--- config.mk ---
export PLATFORM = sky130hd
export DESIGN_NAME = uart_tx_arbiter
export DESIGN_NICKNAME = d
export VERILOG_FILES = /design/src/rtl/uart_tx_arbiter.sv
export SDC_FILE = /design/constraint.sdc
export NUM_CORES = 1
export LEC_CHECK = 0
export ABC_AREA = 1
export BUFFER_PORTS_ARGS = -buffer_cell sky130_fd_sc_hd__buf_2
export CORE_MARGIN = 1.5
export CORE_UTILIZATION = 48
export DETAILED_ROUTE_END_ITERATION = 7
export PLACE_DENSITY_LB_ADDON = 0.3
export SETUP_SLACK_MARGIN = 0.02
export SLEW_MARGIN = 20
export SYNTH_ARGS = -nofsm -noshare
export SYNTH_HDL_FRONTEND = slang
export SYNTH_SLANG_ARGS = --single-unit
--- constraint.sdc ---
create_clock -name clk_i -period 2.2 [get_ports clk_i]
set_input_delay 0.44 -clock clk_i [delete_from_list [all_inputs] [get_ports clk_i]]
set_output_delay 0.44 -clock clk_i [all_outputs]
set_load 0.03 [all_outputs]
--- src/rtl/uart_tx_arbiter.sv ---
`timescale 1ns/1ps
`default_nettype none
// +----------------------------------------------------------------------------+
// | uart_tx_arbiter: round-robin arbiter feeding bytes from N_REQ requesters    |
// | into a single UART transmitter. UART_ARB_LOCK_EN enables packet lock.       |
// | Revision: 1.0                                                               |
// +----------------------------------------------------------------------------+
module uart_tx_arbiter #(
   parameter int N_REQ = 4,
   parameter int IDX_W = 2
) (
   input  logic               clk_i,
   input  logic               rst_ni,
   input  logic [N_REQ-1:0]   req_i,
   input  logic [8*N_REQ-1:0] data_i,
   input  logic [N_REQ-1:0]   last_i,
   input  logic               tx_busy_i,
   output logic [N_REQ-1:0]   ack_o,
   output logic               tx_start_o,
   output logic [7:0]         tx_data_o,
   output logic [IDX_W-1:0]   owner_o,
   output logic               arb_busy_o
);

   typedef enum logic [1:0] {
      S_IDLE      = 2'd0,
      S_ISSUE     = 2'd1,
      S_WAIT_BUSY = 2'd2,
      S_WAIT_DONE = 2'd3
   } state_t;

   state_t             state_q;
   state_t             state_d;
   logic [IDX_W-1:0]   ptr_q;
   logic [IDX_W-1:0]   owner_q;
   logic [7:0]         tx_data_q;
   logic               tx_start_q;
   logic [N_REQ-1:0]   ack_q;
   logic               arb_busy_q;

   logic [7:0]         byte_w [N_REQ];
   logic               rr_found;
   logic [IDX_W-1:0]   rr_idx;
   logic [IDX_W-1:0]   cand;
   logic               grant_found;
   logic [IDX_W-1:0]   grant_idx;

   function automatic logic [IDX_W-1:0] wrap_inc(input logic [IDX_W-1:0] base,
                                                 input int off);
      int sum;
      sum = int'(base) + off;
      if (sum >= N_REQ) sum = sum - N_REQ;
      return sum[IDX_W-1:0];
   endfunction

   generate
      for (genvar g = 0; g < N_REQ; g++) begin : g_byte
         assign byte_w[g] = data_i[8*g +: 8];
      end
   endgenerate

`ifdef UART_ARB_LOCK_EN
   logic lock_q;
`else
   logic unused_last;
   assign unused_last = ^last_i;
`endif

   // Scan from the farthest offset down so the nearest requester at/after ptr wins.
   always_comb begin
      rr_found = 1'b0;
      rr_idx   = ptr_q;
      cand     = '0;
      for (int k = N_REQ - 1; k >= 0; k--) begin
         cand = wrap_inc(ptr_q, k);
         if (req_i[cand]) begin
            rr_found = 1'b1;
            rr_idx   = cand;
         end
      end
`ifdef UART_ARB_LOCK_EN
      grant_found = lock_q ? req_i[owner_q] : rr_found;
      grant_idx   = lock_q ? owner_q : rr_idx;
`else
      grant_found = rr_found;
      grant_idx   = rr_idx;
`endif
   end

   always_comb begin
      state_d = state_q;
      case (state_q)
         S_IDLE:      if (grant_found && !tx_busy_i) state_d = S_ISSUE;
         S_ISSUE:     state_d = S_WAIT_BUSY;
         S_WAIT_BUSY: if (tx_busy_i) state_d = S_WAIT_DONE;
         S_WAIT_DONE: if (!tx_busy_i) state_d = S_IDLE;
         default:     state_d = S_IDLE;
      endcase
   end

   always_ff @(posedge clk_i or negedge rst_ni) begin
      if (!rst_ni) begin
         state_q    <= S_IDLE;
         ptr_q      <= '0;
         owner_q    <= '0;
         tx_data_q  <= 8'h00;
         tx_start_q <= 1'b0;
         ack_q      <= '0;
         arb_busy_q <= 1'b0;
`ifdef UART_ARB_LOCK_EN
         lock_q     <= 1'b0;
`endif
      end else begin
         state_q    <= state_d;
         arb_busy_q <= (state_d != S_IDLE);
         tx_start_q <= 1'b0;
         ack_q      <= '0;
         case (state_q)
            S_IDLE: begin
               if (state_d == S_ISSUE) begin
                  tx_start_q <= 1'b1;
                  ack_q      <= N_REQ'(1) << grant_idx;
                  owner_q    <= grant_idx;
                  tx_data_q  <= byte_w[grant_idx];
`ifdef UART_ARB_LOCK_EN
                  lock_q     <= !last_i[grant_idx];
`endif
               end
`ifdef UART_ARB_LOCK_EN
               // Owner abandoned its packet: release and resume after it.
               else if (lock_q && !req_i[owner_q]) begin
                  lock_q <= 1'b0;
                  ptr_q  <= wrap_inc(owner_q, 1);
               end
`endif
            end
            S_WAIT_DONE: begin
`ifdef UART_ARB_LOCK_EN
               if (state_d == S_IDLE && !lock_q) ptr_q <= wrap_inc(owner_q, 1);
`else
               if (state_d == S_IDLE) ptr_q <= wrap_inc(owner_q, 1);
`endif
            end
            default: ;
         endcase
      end
   end

   assign ack_o      = ack_q;
   assign tx_start_o = tx_start_q;
   assign tx_data_o  = tx_data_q;
   assign owner_o    = owner_q;
   assign arb_busy_o = arb_busy_q;

endmodule
`default_nettype wire
==> Yosys cells after proc, flatten, opt, wreduce, memory -nomap -nowiden <==
Index checks and enable logic that the tools add are counted.
{ "op_classes": {"shifts": 1, "eq_ne": 4, "n_bitwise": 1, "magnitude_cmp": 10, "reduce_logical": 7, "addsub": 9, "muxes": 32} }
{ "ops": {"columns": ["cell", "count"], "rows": [
  ["$mux 2", 12],
  ["$bmux 8 s2", 1],
  ["$mux 8", 2],
  ["$ge 3x3->1 const B", 5],
  ["$lt 2x3->1 const B", 4],
  ["$mux 1", 10],
  ["$sub 2x1->2 const B", 5],
  ["$bmux 1 s2", 4],
  ["$mux 4", 2],
  ["$pmux 2 s4", 1],
  ["$add 2x1->3 const B", 2],
  ["$add 2x2->3 const B", 2],
  ["$eq 2x1->1 const B", 2],
  ["$eq 2x2->1 const B", 2],
  ["$logic_not 2->1", 2],
  ["$reduce_and 2->1", 2],
  ["$shl 1x2->4 const A", 1],
  ["$ge 2x3->1 const B", 1],
  ["$not 2->3", 1],
  ["$reduce_bool 2->1", 1],
  ["$logic_and 1x1->1", 1],
  ["$logic_not 1->1", 1]
]} }
{ "word_totals": {"elab_cells": 71, "out_inout_bits": 16, "ff_bits": 20, "in_bits": 43} }

==> Longest topological paths before layout <==
{ "logic_depth": {"word_depth": 15, "depth_mapped": 15, "depth_no_buf": 13} }

==> Worst setup path before layout <==
Ideal clock, no wire load.
{ "synth_path": {"path_type": "flip-flop to flip-flop", "startpoint": "register ptr_q[0]", "endpoint": "register tx_data_q[3] (netlist: tx_data_o[3])", "path_stages_with_launch": 15, "setup_time_ns": 0.124, "slack_ns": 0.640, "arrival_ns": 1.436, "cell_sequence": "dfrtp_1 buf_6 inv_6 nand2_1 nand2_2 nand2_2 nand2_2 nand2_2 nand2_4 nand3_4 nand2_8 buf_12 nand2_2 nand3_1 nand3_1"} }
{ "synth_between": {"elab_chain_len": 14, "elab_cells_between_ends": 40, "classes_between": "add/sub: 7; order compare: 4; eq/ne: 1; mux: 25; bitwise: 1; reduce/logical: 2"} }
{ "synth_rtl": {"columns": ["item", "line", "rtl"], "rows": [
  ["from (decl)", "34", "logic [IDX_W-1:0] ptr_q;"],
  ["from (signal assigned)", "141", "if (state_d == S_IDLE) ptr_q <= wrap_inc(owner_q, 1);"],
  ["$add 2x2->3", "51", "sum = int'(base) + off;"],
  ["$ge 3x3->1 / $sub 2x1->2 (equally long branches)", "52", "if (sum >= N_REQ) sum = sum - N_REQ;"],
  ["$mux 2", "52", null],
  ["$bmux 1 s2", "76", "if (req_i[cand]) begin"],
  ["$mux 1 (implied by the code)", "76", null],
  ["$mux 1 (4 in series)", "76", null],
  ["$logic_and 1x1->1", "93", "S_IDLE: if (grant_found && !tx_busy_i) state_d = S_ISSUE;"],
  ["$mux 2", "93", null],
  ["$pmux 2 s4", "92", "case (state_q)"],
  ["$eq 2x1->1", "120", "if (state_d == S_ISSUE) begin"],
  ["$reduce_and 2->1 (no source line)", null, null],
  ["to (signal assigned)", "124", "tx_data_q <= byte_w[grant_idx];"],
  ["to (decl)", "36", "logic [7:0] tx_data_q;"]
]} }
Parallel ways exist; a longest one is shown, timed or not. The select of a mux whose other input is x is not followed.
A chain may end at the register's enable or synchronous reset.

==> Worst setup path after layout <==
{ "layout_path": {"startpoint": "register ptr_q[0]", "endpoint": "register owner_q[0] (netlist: owner_o[0])"} }
{ "layout_between": {"elab_chain_len": 14, "elab_cells_between_ends": 36, "classes_between": "add/sub: 7; order compare: 4; eq/ne: 1; mux: 22; reduce/logical: 2"} }
{ "layout_rtl": {"columns": ["item", "line", "rtl"], "rows": [
  ["$add 2x2->3", "51", null],
  ["$ge 3x3->1 / $sub 2x1->2 (equally long branches)", "52", null],
  ["$mux 2", "52", null],
  ["$bmux 1 s2", "76", null],
  ["$mux 1 (implied by the code)", "76", null],
  ["$mux 1 (4 in series)", "76", null],
  ["$logic_and 1x1->1", "93", null],
  ["$mux 2", "93", null],
  ["$pmux 2 s4", "92", null],
  ["$eq 2x1->1", "120", null],
  ["$reduce_and 2->1 (no source line)", null, null],
  ["to (signal assigned)", "123", "owner_q <= grant_idx;"],
  ["to (decl)", "35", "logic [IDX_W-1:0] owner_q;"]
]} }
Parallel ways exist; a longest one is shown, timed or not. The select of a mux whose other input is x is not followed.

==> qor.csv <==
stage;metric;value;unit
status;outcome;complete, no violations;
detailed_routing;vias;1401;
critical_path;crit_buf_inv;3;
finish;nets;300;
timing;worst_slew_pin_slew;431.5;ps
synthesis;synth-seq-cells;20;
finish;area_delta_synth_final;22.68;%
timing;slew_violations;0;
pwr;p_per_area;1452;nW/um^2
critical_path;rr_endpoint;owner_o[0];
synthesis;synth_nets;244;
placed_design;hpwl;2397;um
critical_path;worstRegToRegCells;13;
timing;fin_crit;1880;ps
synthesis;ys_top_cells_by_area;dfrtp_1, nand3_1, nand2_1;
global_routing;grt_pass1_vias;1284;
finish;drive_above_1_share;34.38;%
synthesis;yosysWarnings;0;
synthesis;netlist.area_leader.share;35.03;%
finish;n_antenna_cell;0;
global_routing;top_usage_layer;met2;
finish;layout_common_cells;buf_2, nand2_1, inv_1, nand3_1, dfrtp_1;
global_routing;grt_use_met2;34.09;%
placed_design;numPortBuffers;54;
global_routing;grt_max_degree;21;
clock_tree;clkSinkCount;20;
pwr;vdd_drop_max;957.1;uV
clock_tree;clock_latency;290;ps
timing;finalCritPeriodShare;85.48;%
clock_tree;h-tree-depth;1;
timing;setup_violations;0;
floorplan;io_pins;59;
finish;layout_commonest_cell;buf_2;
clock_tree;path_clk_slew;120;ps
floorplan;fp-row-count;19;
pwr;p_leak;1.097;nW
finish;post-route-util;63.02;%
timing;finalHoldViolations;0;
critical_path;slowest_stage;dfrtp_2;
synthesis;avgSynthCellArea;7.109;um^2
critical_path;cp-start-kind;register;
floorplan;die_area;3313;um^2
timing;finClkSkew;3.071;ps
clock_tree;cts_setup_buffers;0;
timing;max_freq;531.8;MHz
min_path;hold_class;input pin to async pin;
timing;rsz0062_at_grt;no;
run;maxCapViolations;0;
synthesis;synth_cell_types;25;
clock_tree;cts_buffers;3;
global_routing;grt_pass1_wl;5202;um
synthesis;synth_cells;201;
global_routing;met3_usage;2.948;%
floorplan;coreArea;2781;um^2
critical_path;path_cells;inv_6, nand2_2, nand3_2, nand2_1, inv_1, nand2_2, nand2_4, nand2_4, nand2_4, nand2_8, inv_1, nand2_2, o21a_1;
critical_path;worst_setup_path_end_kind;register;
detailed_routing;drtIter0Drc;45;
critical_path;worstPathRequired;2400;ps
critical_path;rrSetupSlack;320;ps
clock_tree;cts_resized;0;
detailed_routing;antenna_left;0;
floorplan;start_util;51.37;%
critical_path;cp_top_family;simple AND/OR/NAND/NOR gates;
timing;max-slew-margin-rel;71.24;%
placed_design;preCtsSetupSlack;215.9;ps
timing;hold_slack;65.83;ps
placed_design;gp_congestion;0.8022;
synthesis;seq_area_frac_synth;35.03;%
timing;tns;0;ps
critical_path;cp_max_fo;17;
synthesis;yosys.area.top_type;dfrtp_1;
detailed_routing;drc_errors;0;
global_routing;grt_use_met1;24.71;%
global_routing;antenna_found_initial;0;
detailed_routing;wl_per_cell;10.72;um
critical_path;slowest_delay;530;ps
placed_design;placed_area;1699;um^2
critical_path;regToRegStartpoint;ptr_q[0];
floorplan;dieWidth;57.56;um
floorplan;die_h;57.56;um
global_routing;grt-ovfl-total;0;
clock_tree;clock_path_buffers;2;
clock_tree;cts_tree;built;
finish;postLayoutCellArea;1753;um^2
detailed_routing;dr.pass1.iters;5;
critical_path;worstPathArrival;2080;ps
clock_tree;hold_buffers;0;
global_routing;track_usage;19.71;%
timing;setup_slack;319.5;ps
synthesis;syn_area;1429;um^2
detailed_routing;drt-vias-per-instance;4.882;
clock_tree;root_buffer;clkbuf_4;
critical_path;path_class;register to register;
detailed_routing;routed_wl;3078;um
-- kinds of logic (layout without fill, tap and decap cells) --
group / Yosys count / after routing / synth area share [%]
flip-flops: 20 / 20 / 35.03
AND/OR/NAND/NOR: 120 / 120 / 43.78
buffers and inverters: 53 / 108 / 16.72
XOR/XNOR: 1 / 1 / 0.6131
AO/OA/AOI/OAI: 7 / 7 / 3.853
-- registers in the layout, summed over array words and instances (netlist names) --
signal      flops
state_q         2
ack_o           4
owner_o         2
ptr_q           2
tx_start_o      1
arb_busy_o      1
tx_data_o       8
-- cell usage after synthesis --
cell type  instances
inv_6              1
o21bai_1           1
nor2_1             5
nor3_1             2
a21oi_4            1
nand3_2            2
nand3_1           43
dfrtp_1           20
buf_6              2
nor2_8             1
o21ai_0            3
buf_4              1
nand2_2           11
o21a_1             1
buf_12             1
nand3_4            1
inv_1             43
nand2_1           49
nand4_1            1
nand2_4            4
nand2_8            1
inv_2              4
clkbuf_1           1
o21ai_2            1
xnor2_1            1
-- metrics by stage --
stage,total power [W],std cells
finish,0.002546,287
global route,0.002765,287
CTS,0.002560,287
detailed placement,0.002260,283
global placement,0.002221,283
floorplan,0.002035,201
-- worst register-to-register path: cells and delay by family (launching register included) --
kind / cells / cell delay (ps)
buffers and inverters: 3 / 340
flip-flops: 1 / 530
AO/OA/AOI/OAI: 1 / 100
AND/OR/NAND/NOR: 9 / 820
-- worst max path at each step --
stage | startpoint | endpoint | slack, ps | depth (start not counted)
global placement | ptr_q[0] | owner_o[0] | 240 | 12
finish | ptr_q[0] | owner_o[0] | 320 | 13
CTS | ptr_q[0] | owner_o[0] | 190 | 12
detailed placement | ptr_q[0] | owner_o[0] | 220 | 12
floorplan | ptr_q[0] | tx_data_o[3] | 640 | 14
global route | ptr_q[0] | owner_o[0] | 160 | 13
-- routing by layer --
layer  routed length [um]  vias up
met5                    0        -
met4                   53        0
met3                  126        8
met2                 1530       44
met1                 1368      624
li1                     -      725
-- power by group --
group / leakage (nW) / switching, W / internal [W]
registers: 0.249 / 0.000138 / 0.000509
logic: 0.819 / 0.00109 / 0.000508
clock network: 0.0279 / 0.000112 / 0.000184
-- final cells by class --
cell class / instances / area, um^2
Fill cell: 259 / 1028
Multi-Input combinational cell: 128 / 689.4
Sequential cell: 20 / 501.7
Timing Repair Buffer: 56 / 285.3
Inverter: 48 / 185.2
Tap cell: 31 / 38.79
Clock inverter: 1 / 30.03
Clock buffer: 3 / 22.52
Power figures use the tool's default switching activity.
